File: src/rtl/cpu_pkg.sv
// Shared CPU definitions: reset vector, bubble encoding and fetch-stage states.
// Latency: n/a (types and constants only).
// Backpressure: n/a.
package cpu_pkg;

    localparam logic [31:0] RESET_VECTOR = 32'h0040_0000;
    localparam logic [31:0] NOP_INSTR    = 32'h0000_0000;

    // FETCH: request outstanding for r_pc
    // READY: instruction parked in the buffer while the pipe is frozen
    // DROP : request for a stale PC still outstanding, redirect target queued
    typedef enum logic [1:0] {
        IF_FETCH = 2'd0,
        IF_READY = 2'd1,
        IF_DROP  = 2'd2
    } if_state_e;

endpackage

File: src/rtl/if_stage.sv
// Instruction fetch stage: issues word fetches, presents instructions to IF/ID.
// Latency: zero-wait bypass -- data returned with ack is presented the same cycle.
// Backpressure: stall parks the returned word in a buffer and drops imem_req until released.
//
// Ports:
//   clk, rst                 clock, async active-high reset
//   stall                    IF/ID freeze from the hazard unit
//   branch, branch_target    redirect from ID (wins over stall and ack)
//   imem_req/addr/ack/rdata  instruction memory handshake; addr held until ack
//   pc_out, npc_out          PC of presented instruction and PC+4
//   instr_out, instr_valid   presented instruction and its qualifier
module if_stage
    import cpu_pkg::*;
(
    input  logic        clk,
    input  logic        rst,
    input  logic        stall,
    input  logic        branch,
    input  logic [31:0] branch_target,
    output logic        imem_req,
    output logic [31:0] imem_addr,
    input  logic        imem_ack,
    input  logic [31:0] imem_rdata,
    output logic [31:0] pc_out,
    output logic [31:0] npc_out,
    output logic [31:0] instr_out,
    output logic        instr_valid
);

    if_state_e   r_state;
    logic [31:0] r_pc;
    logic [31:0] r_buf;
    logic [31:0] r_redir;

    logic        w_ack;
    logic        w_fetch_hit;
    logic        w_valid;
    logic [31:0] w_pc_inc;

    // READY and any unused encoding keep the request low/high respectively;
    // an illegal encoding behaves like FETCH until the next edge fixes it.
    assign imem_req  = (r_state != IF_READY);
    assign imem_addr = r_pc;

    // ack only means something while a request is actually out and not in reset
    assign w_ack       = imem_ack & imem_req & ~rst;
    assign w_fetch_hit = (r_state == IF_FETCH) & w_ack;
    assign w_valid     = ~rst & (w_fetch_hit | (r_state == IF_READY));
    assign w_pc_inc    = r_pc + 32'd4;

    assign instr_valid = w_valid;
    assign pc_out      = r_pc;
    assign npc_out     = w_valid ? w_pc_inc : NOP_INSTR;
    assign instr_out   = w_fetch_hit                ? imem_rdata :
                         (w_valid)                  ? r_buf      :
                                                      NOP_INSTR;

    always_ff @(posedge clk or posedge rst) begin
        if (rst) begin
            r_state <= IF_FETCH;
            r_pc    <= RESET_VECTOR;
            r_buf   <= NOP_INSTR;
            r_redir <= 32'h0;
        end else begin
            case (r_state)
                IF_FETCH: begin
                    if (branch) begin
                        if (w_ack) begin
                            // data arrived with the redirect: throw it away
                            r_pc    <= branch_target;
                            r_state <= IF_FETCH;
                        end else begin
                            // address must stay put until the memory answers
                            r_redir <= branch_target;
                            r_state <= IF_DROP;
                        end
                    end else if (w_ack) begin
                        if (stall) begin
                            r_buf   <= imem_rdata;
                            r_state <= IF_READY;
                        end else begin
                            r_pc    <= w_pc_inc;
                            r_state <= IF_FETCH;
                        end
                    end
                end
                IF_READY: begin
                    if (branch) begin
                        r_pc    <= branch_target;
                        r_state <= IF_FETCH;
                    end else if (!stall) begin
                        r_pc    <= w_pc_inc;
                        r_state <= IF_FETCH;
                    end
                end
                IF_DROP: begin
                    if (branch && w_ack) begin
                        // newest target wins even on the cycle the stale data lands
                        r_pc    <= branch_target;
                        r_state <= IF_FETCH;
                    end else if (branch) begin
                        r_redir <= branch_target;
                    end else if (w_ack) begin
                        r_pc    <= r_redir;
                        r_state <= IF_FETCH;
                    end
                end
                default: begin
                    r_state <= IF_FETCH;
                end
            endcase
        end
    end

endmodule

File: config.mk
export PLATFORM = sky130hd
export DESIGN_NAME = if_stage
export DESIGN_NICKNAME = d
export VERILOG_FILES = /design/src/rtl/cpu_pkg.sv /design/src/rtl/if_stage.sv
export SDC_FILE = /design/constraint.sdc
export NUM_CORES = 1
export LEC_CHECK = 0
export ABC_AREA = 1
export BUFFER_PORTS_ARGS = -buffer_cell sky130_fd_sc_hd__buf_4
export CAP_MARGIN = 20
export CORE_MARGIN = 1
export CORE_UTILIZATION = 25
export DETAILED_ROUTE_END_ITERATION = 6
export GPL_ROUTABILITY_DRIVEN = 0
export SLEW_MARGIN = 20
export SYNTH_ARGS = -nofsm -noshare
export SYNTH_HDL_FRONTEND = slang
export SYNTH_SLANG_ARGS = --single-unit
File: constraint.sdc
create_clock -name clk -period 8 [get_ports clk]
set_input_delay 0.4 -clock clk [delete_from_list [all_inputs] [get_ports clk]]
set_output_delay 0.4 -clock clk [all_outputs]
set_load 0.05 [all_outputs]
==> After elaboration in Yosys (flattened, before gate mapping) <==
Index checks and enable logic that the tools add are counted.
{ "totals": {"register_bits": 98, "in_bits": 69} }
{ "op_classes": {"n_addsub": 1, "eq_ne": 12, "n_mux": 27, "n_bitwise": 7, "reduce_logical": 8} }
{ "op_table": {"columns": ["operator", "n"], "rows": [
  ["two-way mux 32 bit", 15],
  ["case mux 32 bit (3 select lines)", 1],
  ["case mux 32 bit (2 select lines)", 1],
  ["adder 32 x 3 -> 32 bit (second input constant)", 1],
  ["two-way mux 2 bit", 8],
  ["!= test 3 bit (second input constant)", 4],
  ["AND reduction 4 bit", 3],
  ["!= test 2 bit (second input constant)", 5],
  ["case mux 2 bit (3 select lines)", 1],
  ["AND reduction 5 bit", 1],
  ["bitwise AND 1 bit", 4],
  ["nonzero test 3 bit", 1],
  ["equality test 2 x 1 -> 1 bit (second input constant)", 1],
  ["equality test 2 bit (second input constant)", 1],
  ["logical NOT 2 bit", 1],
  ["!= test 2 x 1 -> 1 bit (second input constant)", 1],
  ["NOT 1 bit", 2],
  ["nonzero test 2 bit", 1],
  ["logical AND 1 bit", 1],
  ["two-way mux 1 bit", 1],
  ["bitwise OR 1 bit", 1]
]} }

==> Depth between registers and ports, before layout <==
Gate-level depths: netlist (run 1).
{ "depth": {"depth_word": 8, "ltp_mapped": 10, "mapped_depth_nobuf": 10} }

==> Worst setup path after synthesis (run 1) <==
No wires, ideal clock.
{ "synth_timing": {"kind": "input port to output port", "start": "in rst", "end": "out instr_out[10]", "arrival_ns": 4.412, "t_required_ns": 7.600, "slack_ns": 3.188, "cell_stages": 6, "cell_sequence": "inv_1 nand2_1 nand2_1 nand2_1 clkbuf_1 o31ai_1"} }
{ "synth_between": {"elab_chain_cells": 7} }
{ "synth_lines": {"columns": ["element", "line", "rtl"], "rows": [
  ["start, declared", "if_stage.sv:16", "input logic rst,"],
  ["NOT 1 bit *", "if_stage.sv:46, if_stage.sv:48", null],
  ["bitwise AND 1 bit", "if_stage.sv:46", "assign w_ack = imem_ack & imem_req & ~rst;"],
  ["bitwise AND 1 bit", "if_stage.sv:47", "assign w_fetch_hit = (r_state == IF_FETCH) & w_ack;"],
  ["bitwise OR 1 bit", "if_stage.sv:48", "assign w_valid = ~rst & (w_fetch_hit | (r_state == IF_READY));"],
  ["bitwise AND 1 bit", "if_stage.sv:48", null],
  ["two-way mux 32 bit", "if_stage.sv:55", "(w_valid) ? r_buf :"],
  ["two-way mux 32 bit *", "if_stage.sv:54", "assign instr_out = w_fetch_hit ? imem_rdata :"],
  ["end, declared", "if_stage.sv:26", "output logic [31:0] instr_out,"]
]} }
Every way passes the cells marked *; elsewhere a longest branch is shown, timed or not.

==> Worst setup path in the final report (run 1) <==
{ "layout_timing": {"start": "reg r_state[0]", "end": "out instr_out[14]"} }
{ "layout_between": {"elab_chain_cells": 8, "word_cells_on_any_way": 10} }
{ "layout_lines": {"columns": ["element", "line", "rtl"], "rows": [
  ["start, declared", "if_stage.sv:30", "if_state_e r_state;"],
  ["start signal, assigned", "if_stage.sv:60", "r_state <= IF_FETCH;"],
  ["start signal, assigned", "if_stage.sv:71", "r_state <= IF_FETCH;"],
  ["start signal, assigned", "if_stage.sv:75", "r_state <= IF_DROP;"],
  ["!= test 2 x 1 -> 1 bit", "if_stage.sv:42", "assign imem_req = (r_state != IF_READY);"],
  ["bitwise AND 1 bit (2 in series)", "if_stage.sv:46", null],
  ["bitwise AND 1 bit", "if_stage.sv:47", null],
  ["bitwise OR 1 bit", "if_stage.sv:48", null],
  ["bitwise AND 1 bit", "if_stage.sv:48", null],
  ["two-way mux 32 bit", "if_stage.sv:55", null],
  ["two-way mux 32 bit *", "if_stage.sv:54", null]
]} }
Marked as above.

==> flow_summary_export.csv, run 1 <==
group,metric,value,unit
status,status,"finished clean",
logic_synthesis,synth.net_count,985,
logic_synthesis,synth_area,0.006267,mm²
placement,place_area,0.007771,mm²
clocking,cts_setup_buffers,0,
sta,post-route-period-util,0.3618,
critical_path,rrSetupSlack,5.63,ns
logic_synthesis,yosysWarnings,0,
cells_and_area,seq_area,0.002454,mm²
floorplanning,start_util,0.2562,
grt,antenna_found_initial,2,
sta,finalSetupViolations,0,
sta,fin_worst_skew,0.01332,ns
grt,grt_max_degree,65,
critical_path,startpoint_type,"flop",
clocking,root_buffer,"clkbuf_16",
drt,detail-route-antenna-nets,0,
critical_path,path_class,"flop to output pin",
drt,drc,0,
cells_and_area,area_delta_synth_final,29.45,%
floorplanning,ios,199,
cells_and_area,nNetsFinal,1125,
floorplanning,std_cell_rows,57,
cells_and_area,drive_above_1_share,0.2340,
floorplanning,die_width,160.3,µm
logic_synthesis,ys.flop_type,"dfrtp_1",
critical_path,cp.required,7.60,ns
cells_and_area,stdcell_area,0.008113,mm²
logic_synthesis,yosys.area.top_type,"dfrtp_1",
critical_path,critPathArrivalTime,2.49,ns
flow_run,drv_cap,0,
critical_path,worstPathCellList,"nor2_2, buf_4, nand2_1, inv_2, nand2_1, o31ai_1, buf_4",
clocking,postCtsHoldBufs,0,
sta,slew_viol_final,0,
sta,tns,0,ns
cells_and_area,num-fill-cells,2637,
logic_synthesis,synthMostInstantiatedCell,"nand2_1",
drt,wire_per_inst,13.98,µm
sta,min_period,2.894,ns
grt,grt_pass1_vias,5737,
logic_synthesis,synth_area_leaders,"dfrtp_1, nand2_1, inv_1",
min_path,hold_class,"input port to asynchronous set/reset pin",
clocking,cts_tree,"done",
clocking,h-tree-depth,3,
logic_synthesis,synth_seq_area_share,0.3915,
power,ir_worst_vdd,0.1288,mV
placement,port_buffers,198,
logic_synthesis,synth.distinct_cells,30,
critical_path,slowest_stage,"dfrtp_1",
logic_synthesis,synthCells,915,
drt,drt-initial-drc-count,360,
drt,via_per_inst,4.483,
cells_and_area,multiInputGateArea,0.002890,mm²
logic_synthesis,synth-edff-count,0,
sta,whs,0.07175,ns
drt,wirelength,19370,µm
logic_synthesis,synth_commonest_cells,"nand2_1, inv_1, dfrtp_1",
placement,dp_hpwl,13880,µm
clocking,clk_latency,0.35,ns
grt,grt_pass1_wl,30860,µm
sta,finalHoldViolCount,0,
sta,fmax,345.5,MHz
floorplanning,dieArea,0.02571,mm²
critical_path,end_kind,"output pin",
logic_synthesis,yosys_register_bits,98,
sta,worst_pin_slew,0.9574,ns
logic_synthesis,synth_top_area_frac,0.3873,
drt,vias,6213,
sta,max_slew_margin,0.3617,
grt,grt.overflow.total,0,
clocking,clk_path_buf_depth,2,
drt,first_pass_iters,5,
sta,rsz0062_at_grt,"no",
critical_path,slowest_delay,0.47,ns
power,powerDensity,253.6,mW/mm²
grt,groute.usage.overall,0.1497,
logic_synthesis,synthArstFlopShare,1.000,
clocking,clk_pin_slew,0.08,ns
floorplanning,core,0.02446,mm²
clocking,cts.repair.resized,0,
critical_path,cp_max_fo,33,
floorplanning,die_h,160.3,µm
clocking,cts_buffers,9,
logic_synthesis,syn-mean-instance-area,6.849,µm²
clocking,cts.sinks,98,
power,p_leak,4.160,nW
metrics by stage:
stage                     total power [mW]  instances  setup WS (ns)  utilization
after floorplan                      1.393        915          3.188            -
after global placement               1.607       1366          5.300       0.3175
after detailed placement             1.617       1366          5.362       0.3177
after CTS                            2.074       1382          5.076       0.3300
after global routing                 2.179       1385          4.920       0.3315
final                                2.057       1386          5.106       0.3316
worst paths after layout:
path                                 from             to  cells past startpoint
min in group clk           imem_rdata[18]      r_buf[18]                      3
min reg2reg                   r_redir[19]    r_redir[19]                      2
max in group asynchronous             rst    r_redir[29]                      3
max reg2reg                    r_state[0]   imem_addr[9]                      8
min                                   rst      r_buf[30]                      2
max                            r_state[0]  instr_out[14]                      7
kinds of logic after synthesis:
logic type                 synth area share
and+or+nand+nor                      0.2436
adders and majority gates          0.001996
AOI/OAI and AO/OA                    0.1942
buffers and inverters                0.1505
DFF                                  0.3915
xor gates and xnor gates            0.01817
layout make-up:
type / instances / share of cell area
Antenna cell: 2 / 0.0006169
Clock buffer: 9 / 0.02776
Clock inverter: 7 / 0.009408
Inverter: 132 / 0.06138
Multi-Input combinational cell: 609 / 0.3563
Sequential cell: 98 / 0.3024
Tap cell: 324 / 0.04997
Timing Repair Buffer: 205 / 0.1922
where the power goes:
part	leakage, nW	internal (mW)	switching, mW
registers	1.16	0.603	0.103
clock network	0.149	0.224	0.226
logic	2.85	0.274	0.628
total	4.16	1.10	0.957
cell usage in the layout, fill, tap and decap left out, types with 2 or more instances in the layout:
cell       count
nand2_2        6
nor2_1        89
a22oi_1        2
o31ai_1       32
clkbuf_16      9
inv_6          2
nand2_1      249
inv_2          6
and2_1         4
nand3_1       13
o211ai_1       4
dfrtp_1       97
a31oi_1        3
o22ai_1       34
o21ai_0       63
inv_8          3
a21oi_1       72
xor2_1         8
nor2_4         4
inv_1        125
diode_2        2
o21ai_1        5
buf_4        203
nor2_2         7
xnor2_1        5
nand3b_1       6
layer usage:
metal / track usage / wire length [µm]
met1: 0.2032 / 9086
met2: 0.2443 / 8906
met3: 0.02531 / 1092
met4: 0.04199 / 287
met5: 0 / 0
flip-flops by register name, indices dropped and copies added (netlist names):
register and flops:
imem_addr 32, r_state 2, r_buf 32, r_redir 32
worst max-delay path, delay by kind of cell, from the launching register on:
kind / cells / cell delay, ns
DFF: 1 / 0.47
buffers and inverters: 3 / 1.03
and+or+nand+nor: 3 / 0.49
AOI/OAI and AO/OA: 1 / 0.15
(Power assumes the default switching activity.)
==> run 2: changes to the inputs <==
==> constraint.sdc (replaced) <==
create_clock -name clk -period 3 [get_ports clk]
set_input_delay 0.15 -clock clk [delete_from_list [all_inputs] [get_ports clk]]
set_output_delay 0.15 -clock clk [all_outputs]
set_load 0.05 [all_outputs]
==> flow_summary_export.csv, run 2 (synthesis results as in run 1) <==
group,metric,value,unit
cells_and_area,nNetsFinal,1131,
grt,antenna_found_initial,3,
drt,first_pass_iters,5,
placement,place_area,0.007815,mm²
drt,drt-initial-drc-count,372,
clocking,cts.repair.resized,0,
sta,worst_pin_slew,0.9078,ns
min_path,hold_class,"input port to flop",
critical_path,rr_endpoint,"imem_addr[22]",
floorplanning,dieArea,0.02571,mm²
cells_and_area,area_delta_synth_final,29.89,%
floorplanning,die_width,160.3,µm
critical_path,cp-startpoint,"rst",
clocking,clk_path_buf_depth,2,
critical_path,startpoint_type,"input port",
grt,groute.usage.overall,0.1545,
cells_and_area,fin_cells,1391,
placement,place_inst,1373,
sta,finalSetupViolations,0,
sta,post-route-period-util,0.8497,
critical_path,cp_max_fo,36,
cells_and_area,final_cell_mix,"nand2_1, buf_4, inv_1, dfrtp_1, nor2_1",
critical_path,critPathArrivalTime,2.40,ns
floorplanning,ios,199,
grt,grt_max_degree,67,
critical_path,path_class,"input port to output pin",
floorplanning,die_h,160.3,µm
sta,fmax,392.3,MHz
sta,fin_worst_skew,0.01546,ns
sta,max_slew_margin,0.3948,
critical_path,rrSetupSlack,0.97,ns
critical_path,rr_worst_depth,8,
floorplanning,start_util,0.2562,
critical_path,crit_end,"instr_out[15]",
cells_and_area,stdcell_area,0.008140,mm²
floorplanning,std_cell_rows,57,
cells_and_area,fin_util,0.3328,
drt,wirelength,19890,µm
critical_path,end_kind,"output pin",
clocking,clk_latency,0.35,ns
clocking,cts_setup_buffers,0,
drt,wire_per_inst,14.30,µm
placement,port_buffers,198,
drt,detail-route-antenna-nets,0,
clocking,root_buffer,"clkbuf_16",
grt,grt.overflow.total,0,
sta,finalHoldViolCount,0,
clocking,cts.sinks,98,
cells_and_area,drive_above_1_share,0.2373,
drt,drc,0,
grt,grt_pass1_wl,31580,µm
clocking,h-tree-depth,3,
grt,grt_pass1_vias,5840,
power,ir_worst_vdd,0.2737,mV
flow_run,drv_cap,0,
status,status,"finished clean",
sta,min_period,2.549,ns
clocking,cts_buffers,9,
placement,dp_hpwl,14210,µm
power,p_leak,4.177,nW
clocking,clk_pin_slew,0.08,ns
cells_and_area,layout_commonest_cell,"nand2_1",
critical_path,crit-reg2reg-launch,"r_state[0]",
drt,via_per_inst,4.559,
power,powerDensity,681.4,mW/mm²
sta,rsz0062_at_grt,"no",
critical_path,cp.required,2.85,ns
drt,vias,6341,
floorplanning,core,0.02446,mm²
clocking,cts_tree,"done",
sta,slew_viol_final,0,
[run 2: changes by cell type in the layout (fill, tap and decap cells not counted), sizes merged]
cell and change:
bufinv +1, diode -1, dlygate4sd3 +1, inv -5, clkinvlp +2, clkbuf +2, buf +5
[run 2: where the power goes]
group	switching (mW)	leakage, nW	internal [mW]	total [mW]
combinational	1.68	2.87	0.733	2.42
sequential	0.285	1.16	1.61	1.89
clock	0.542	0.152	0.696	1.24
total	2.51	4.18	3.04	5.55
[run 2: cell type report]
type,count,area (µm²)
multi-input combinational,609,2880
sequential,98,2454
fill,2635,16320
clock inverter,5,60.06
antenna,1,2.502
tap,324,405.4
inverter,132,499.2
clock buffer,11,252.7
timing repair buffer,211,1587
[run 2: critical path, stage by stage]
cell and delay, ns:
dlygate4sd3_1 0.54, buf_4 0.15, clkinvlp_4 0.06, nand2_1 0.06, nand2_1 0.11, nand2_2 0.27
buf_4 0.38, o31ai_1 0.37, buf_4 0.27
[run 2: how the worst min path moves through the flow]
| stage | from | end | slack [ns] | cells past startpoint |
|---|---|---|---|---|
| 2_1_floorplan | branch_target[29] | r_redir[29] | 0.31 | 2 |
| 3_3_place_gp | rst | r_buf[26] | 0.33 | 3 |
| 3_5_place_dp | rst | r_buf[26] | 0.32 | 3 |
| 4_1_cts | imem_rdata[21] | r_buf[21] | 0.06 | 3 |
| 5_1_grt | imem_rdata[27] | r_buf[27] | 0.07 | 3 |
| 6_report | imem_rdata[21] | r_buf[21] | 0.07 | 3 |
[run 2: layer usage]
metal / part of all wire / GRT usage
met1: 0.46 / 0.2047
met3: 0.069 / 0.03900
met2: 0.45 / 0.2439
met4: 0.019 / 0.05325
met5: 0.0013 / 0
[run 2: metrics by stage]
stage	TNS, ns	hold WS, ns	power [mW]	setup WS (ns)
after floorplan	-6.374	0.3091	3.714	-0.2125
after global placement	0	0.3264	4.314	0.8666
after detailed placement	0	0.3228	4.334	0.9138
after CTS	0	0.05619	5.591	0.4556
after global routing	0	0.06828	5.870	0.3062
final	0	0.07050	5.547	0.4508
[run 2: timing repair]
action	4_1_cts	5_1_grt
endpoints found under the hold margin	32	0
setup endpoints to repair	0	0
hold buffers	1	0
==> run 3: changes to the inputs <==
--- a/config.mk
+++ b/config.mk
@@ -5,7 +5,7 @@
 export SDC_FILE = /design/constraint.sdc
 export NUM_CORES = 1
 export LEC_CHECK = 0
-export ABC_AREA = 1
+export ABC_AREA = 0
 export BUFFER_PORTS_ARGS = -buffer_cell sky130_fd_sc_hd__buf_4
 export CAP_MARGIN = 20
 export CORE_MARGIN = 1
==> constraint.sdc (replaced) <==
create_clock -name clk -period 2.4 [get_ports clk]
set_input_delay 0.12 -clock clk [delete_from_list [all_inputs] [get_ports clk]]
set_output_delay 0.12 -clock clk [all_outputs]
set_load 0.05 [all_outputs]
==> flow_summary_export.csv, run 3 <==
group,metric,value,unit
logic_synthesis,synthArstFlopShare,1.000,
power,powerDensity,850.7,mW/mm²
drt,wirelength,18900,µm
drt,detail-route-antenna-nets,0,
cells_and_area,drive_above_1_share,0.4707,
sta,finalSetupViolations,0,
power,p_leak,3.734,nW
clocking,h-tree-depth,3,
critical_path,cp.required,2.28,ns
clocking,clk_path_buf_depth,2,
logic_synthesis,ys.flop_type,"dfrtp_1",
critical_path,crit_family,"simple AND/OR/NAND/NOR gates",
logic_synthesis,synth_area_leaders,"dfrtp_1, mux2_2, a22o_1",
sta,finalHoldViolCount,0,
floorplanning,core,0.02278,mm²
floorplanning,die_width,154.8,µm
power,power_switching,3.121,mW
sta,slew_viol_final,0,
cells_and_area,fin_cells,1114,
cells_and_area,final_cell_mix,"buf_4, dfrtp_1, mux2_2, a22o_1, nor2_1",
min_path,holdPathStages,2,
grt,grt_max_degree,62,
critical_path,worstPathCellList,"nand4_1, nor4_4, nand4_1, xnor2_2, and2_2, buf_4",
min_path,min_from,"imem_rdata[25]",
critical_path,path_class,"flop to output pin",
logic_synthesis,synth_commonest_cells,"dfrtp_1, mux2_2, nor2_1",
critical_path,end_kind,"output pin",
flow_run,drv_cap,0,
power,p_clk_frac,0.214,
logic_synthesis,synth-edff-count,0,
grt,antenna_found_initial,2,
placement,port_buffers,198,
logic_synthesis,yosys_register_bits,98,
sta,fmax,429.4,MHz
clocking,cts_tree,"done",
placement,place_inst,1052,
cells_and_area,area_delta_synth_final,44.70,%
logic_synthesis,yosys.area.top_type,"dfrtp_1",
cells_and_area,layout_commonest_cell,"buf_4",
critical_path,slowest_stage,"dfrtp_2",
floorplanning,start_util,0.2561,
drt,drt-initial-drc-count,277,
sta,worst_pin_slew,0.5866,ns
cells_and_area,fin_util,0.3706,
min_path,whs_endpoint,"r_buf[25]",
logic_synthesis,syn-mean-instance-area,9.988,µm²
grt,grt_pass1_wl,30030,µm
logic_synthesis,synth.net_count,654,
logic_synthesis,yosysWarnings,0,
clocking,clk_pin_slew,0.07,ns
grt,grt.overflow.total,0,
sta,tns,0,ns
cells_and_area,insertedDiodeCount,0,
placement,dp_hpwl,13610,µm
floorplanning,ios,199,
clocking,cts.sinks,98,
sta,post-route-period-util,0.9702,
min_path,hold_class,"input port to flop",
power,ir_worst_vdd,0.4257,mV
critical_path,rr_endpoint,"imem_addr[24]",
drt,via_per_inst,4.853,
drt,drc,0,
critical_path,rrSetupSlack,0.33,ns
critical_path,startpoint_type,"flop",
critical_path,rr_worst_depth,8,
grt,groute.usage.overall,0.1605,
power,internal-power,4.059,mW
sta,min_period,2.329,ns
cells_and_area,nNetsFinal,866,
clocking,cts_buffers,9,
logic_synthesis,synth_top_area_frac,0.4161,
grt,grt_pass1_vias,5339,
critical_path,critPathBufInv,1,
critical_path,cp_common_cell,"nand4_1",
power,power_frac_comb,0.449,
clocking,clk_latency,0.35,ns
clocking,root_buffer,"clkbuf_16",
logic_synthesis,synth_seq_area_share,0.4206,
power,p_sw_frac,0.4347,
logic_synthesis,synth_area,0.005833,mm²
sta,fin_worst_skew,0.005996,ns
floorplanning,std_cell_rows,55,
sta,max_slew_margin,0.6054,
critical_path,cp_max_fo,6,
logic_synthesis,synth.distinct_cells,58,
status,status,"finished clean",
floorplanning,dieArea,0.02395,mm²
critical_path,slowest_delay,0.42,ns
logic_synthesis,synthCells,584,
logic_synthesis,synthMostInstantiatedCell,"dfrtp_1",
drt,wire_per_inst,16.97,µm
critical_path,critPathArrivalTime,2.21,ns
power,p_seq_frac,0.337,
drt,first_pass_iters,5,
drt,vias,5406,
floorplanning,die_h,154.8,µm
critical_path,crit-reg2reg-launch,"imem_addr[2]",
[run 3: metal layers]
layer | part of all wire | up-vias | GRT usage
met5 | 0.0016 | - | 0
met2 | 0.46 | 209 | 0.2532
li1 | - | 2521 | -
met4 | 0.0092 | 4 | 0.03772
met3 | 0.080 | 15 | 0.04847
met1 | 0.45 | 2657 | 0.2143
[run 3: power by group through the flow]
stage	sequential [mW]	clock (mW)	combinational, mW
after floorplan	2.85	0	1.81
after global placement	2.43	0	3.06
after detailed placement	2.44	0	3.07
after CTS	2.41	1.59	3.16
after global routing	2.48	1.64	3.42
final	2.42	1.54	3.22
[run 3: per-stage QoR]
step           area [µm²]  setup slack, ns  total power [mW]  hold WS, ns
2_1_floorplan        5891        -0.003870             4.662       0.2368
3_3_place_gp         7642           0.3139             5.488       0.1967
3_5_place_dp         7642           0.2743             5.515       0.2012
4_1_cts              8294         0.003331             7.166    0.0004322
5_1_grt              8441         -0.01796             7.538   0.00005923
6_report             8441          0.07141             7.180      0.01457
[run 3: area by class of cell]
cell class                      instances  area [µm²]
Clock buffer                           10       239.0
Clock inverter                          6       62.56
Tap cell                              313       391.6
Timing Repair Buffer                  276        2203
Sequential cell                        98        2466
Fill cell                            2298       14340
Inverter                               12       48.80
Multi-Input combinational cell        399        3029
[run 3: repair_timing]
| action | in CTS | in global routing |
|---|---|---|
| resized for setup | 5 | 14 |
| pin swaps | 0 | 5 |
| setup endpoints to repair | 11 | 17 |
| hold endpoints to repair | 45 | 2 |
| setup buffers | 5 | 10 |
| hold buffers | 29 | 2 |
[run 3: kinds of logic after synthesis]
group                      synth area share
AOI/OAI and AO/OA                    0.1898
and+or+nand+nor                      0.1356
DFF                                  0.4206
buffers and inverters               0.08129
muxes                                0.1285
xor gates and xnor gates            0.04204
adders and majority gates          0.002145
[run 3: worst max path at each step]
| stage | startpoint | endpoint | slack, ns | depth (start not counted) |
|---|---|---|---|---|
| finish | imem_addr[15] | npc_out[27] | 0.07 | 6 |
| detailed placement | imem_addr[3] | imem_addr[24] | 0.27 | 7 |
| global placement | imem_addr[3] | imem_addr[24] | 0.31 | 7 |
| floorplan | imem_addr[7] | npc_out[30] | -0.004 | 6 |
| global route | imem_addr[6] | npc_out[27] | -0.02 | 6 |
| CTS | imem_addr[6] | npc_out[31] | 0.003 | 7 |
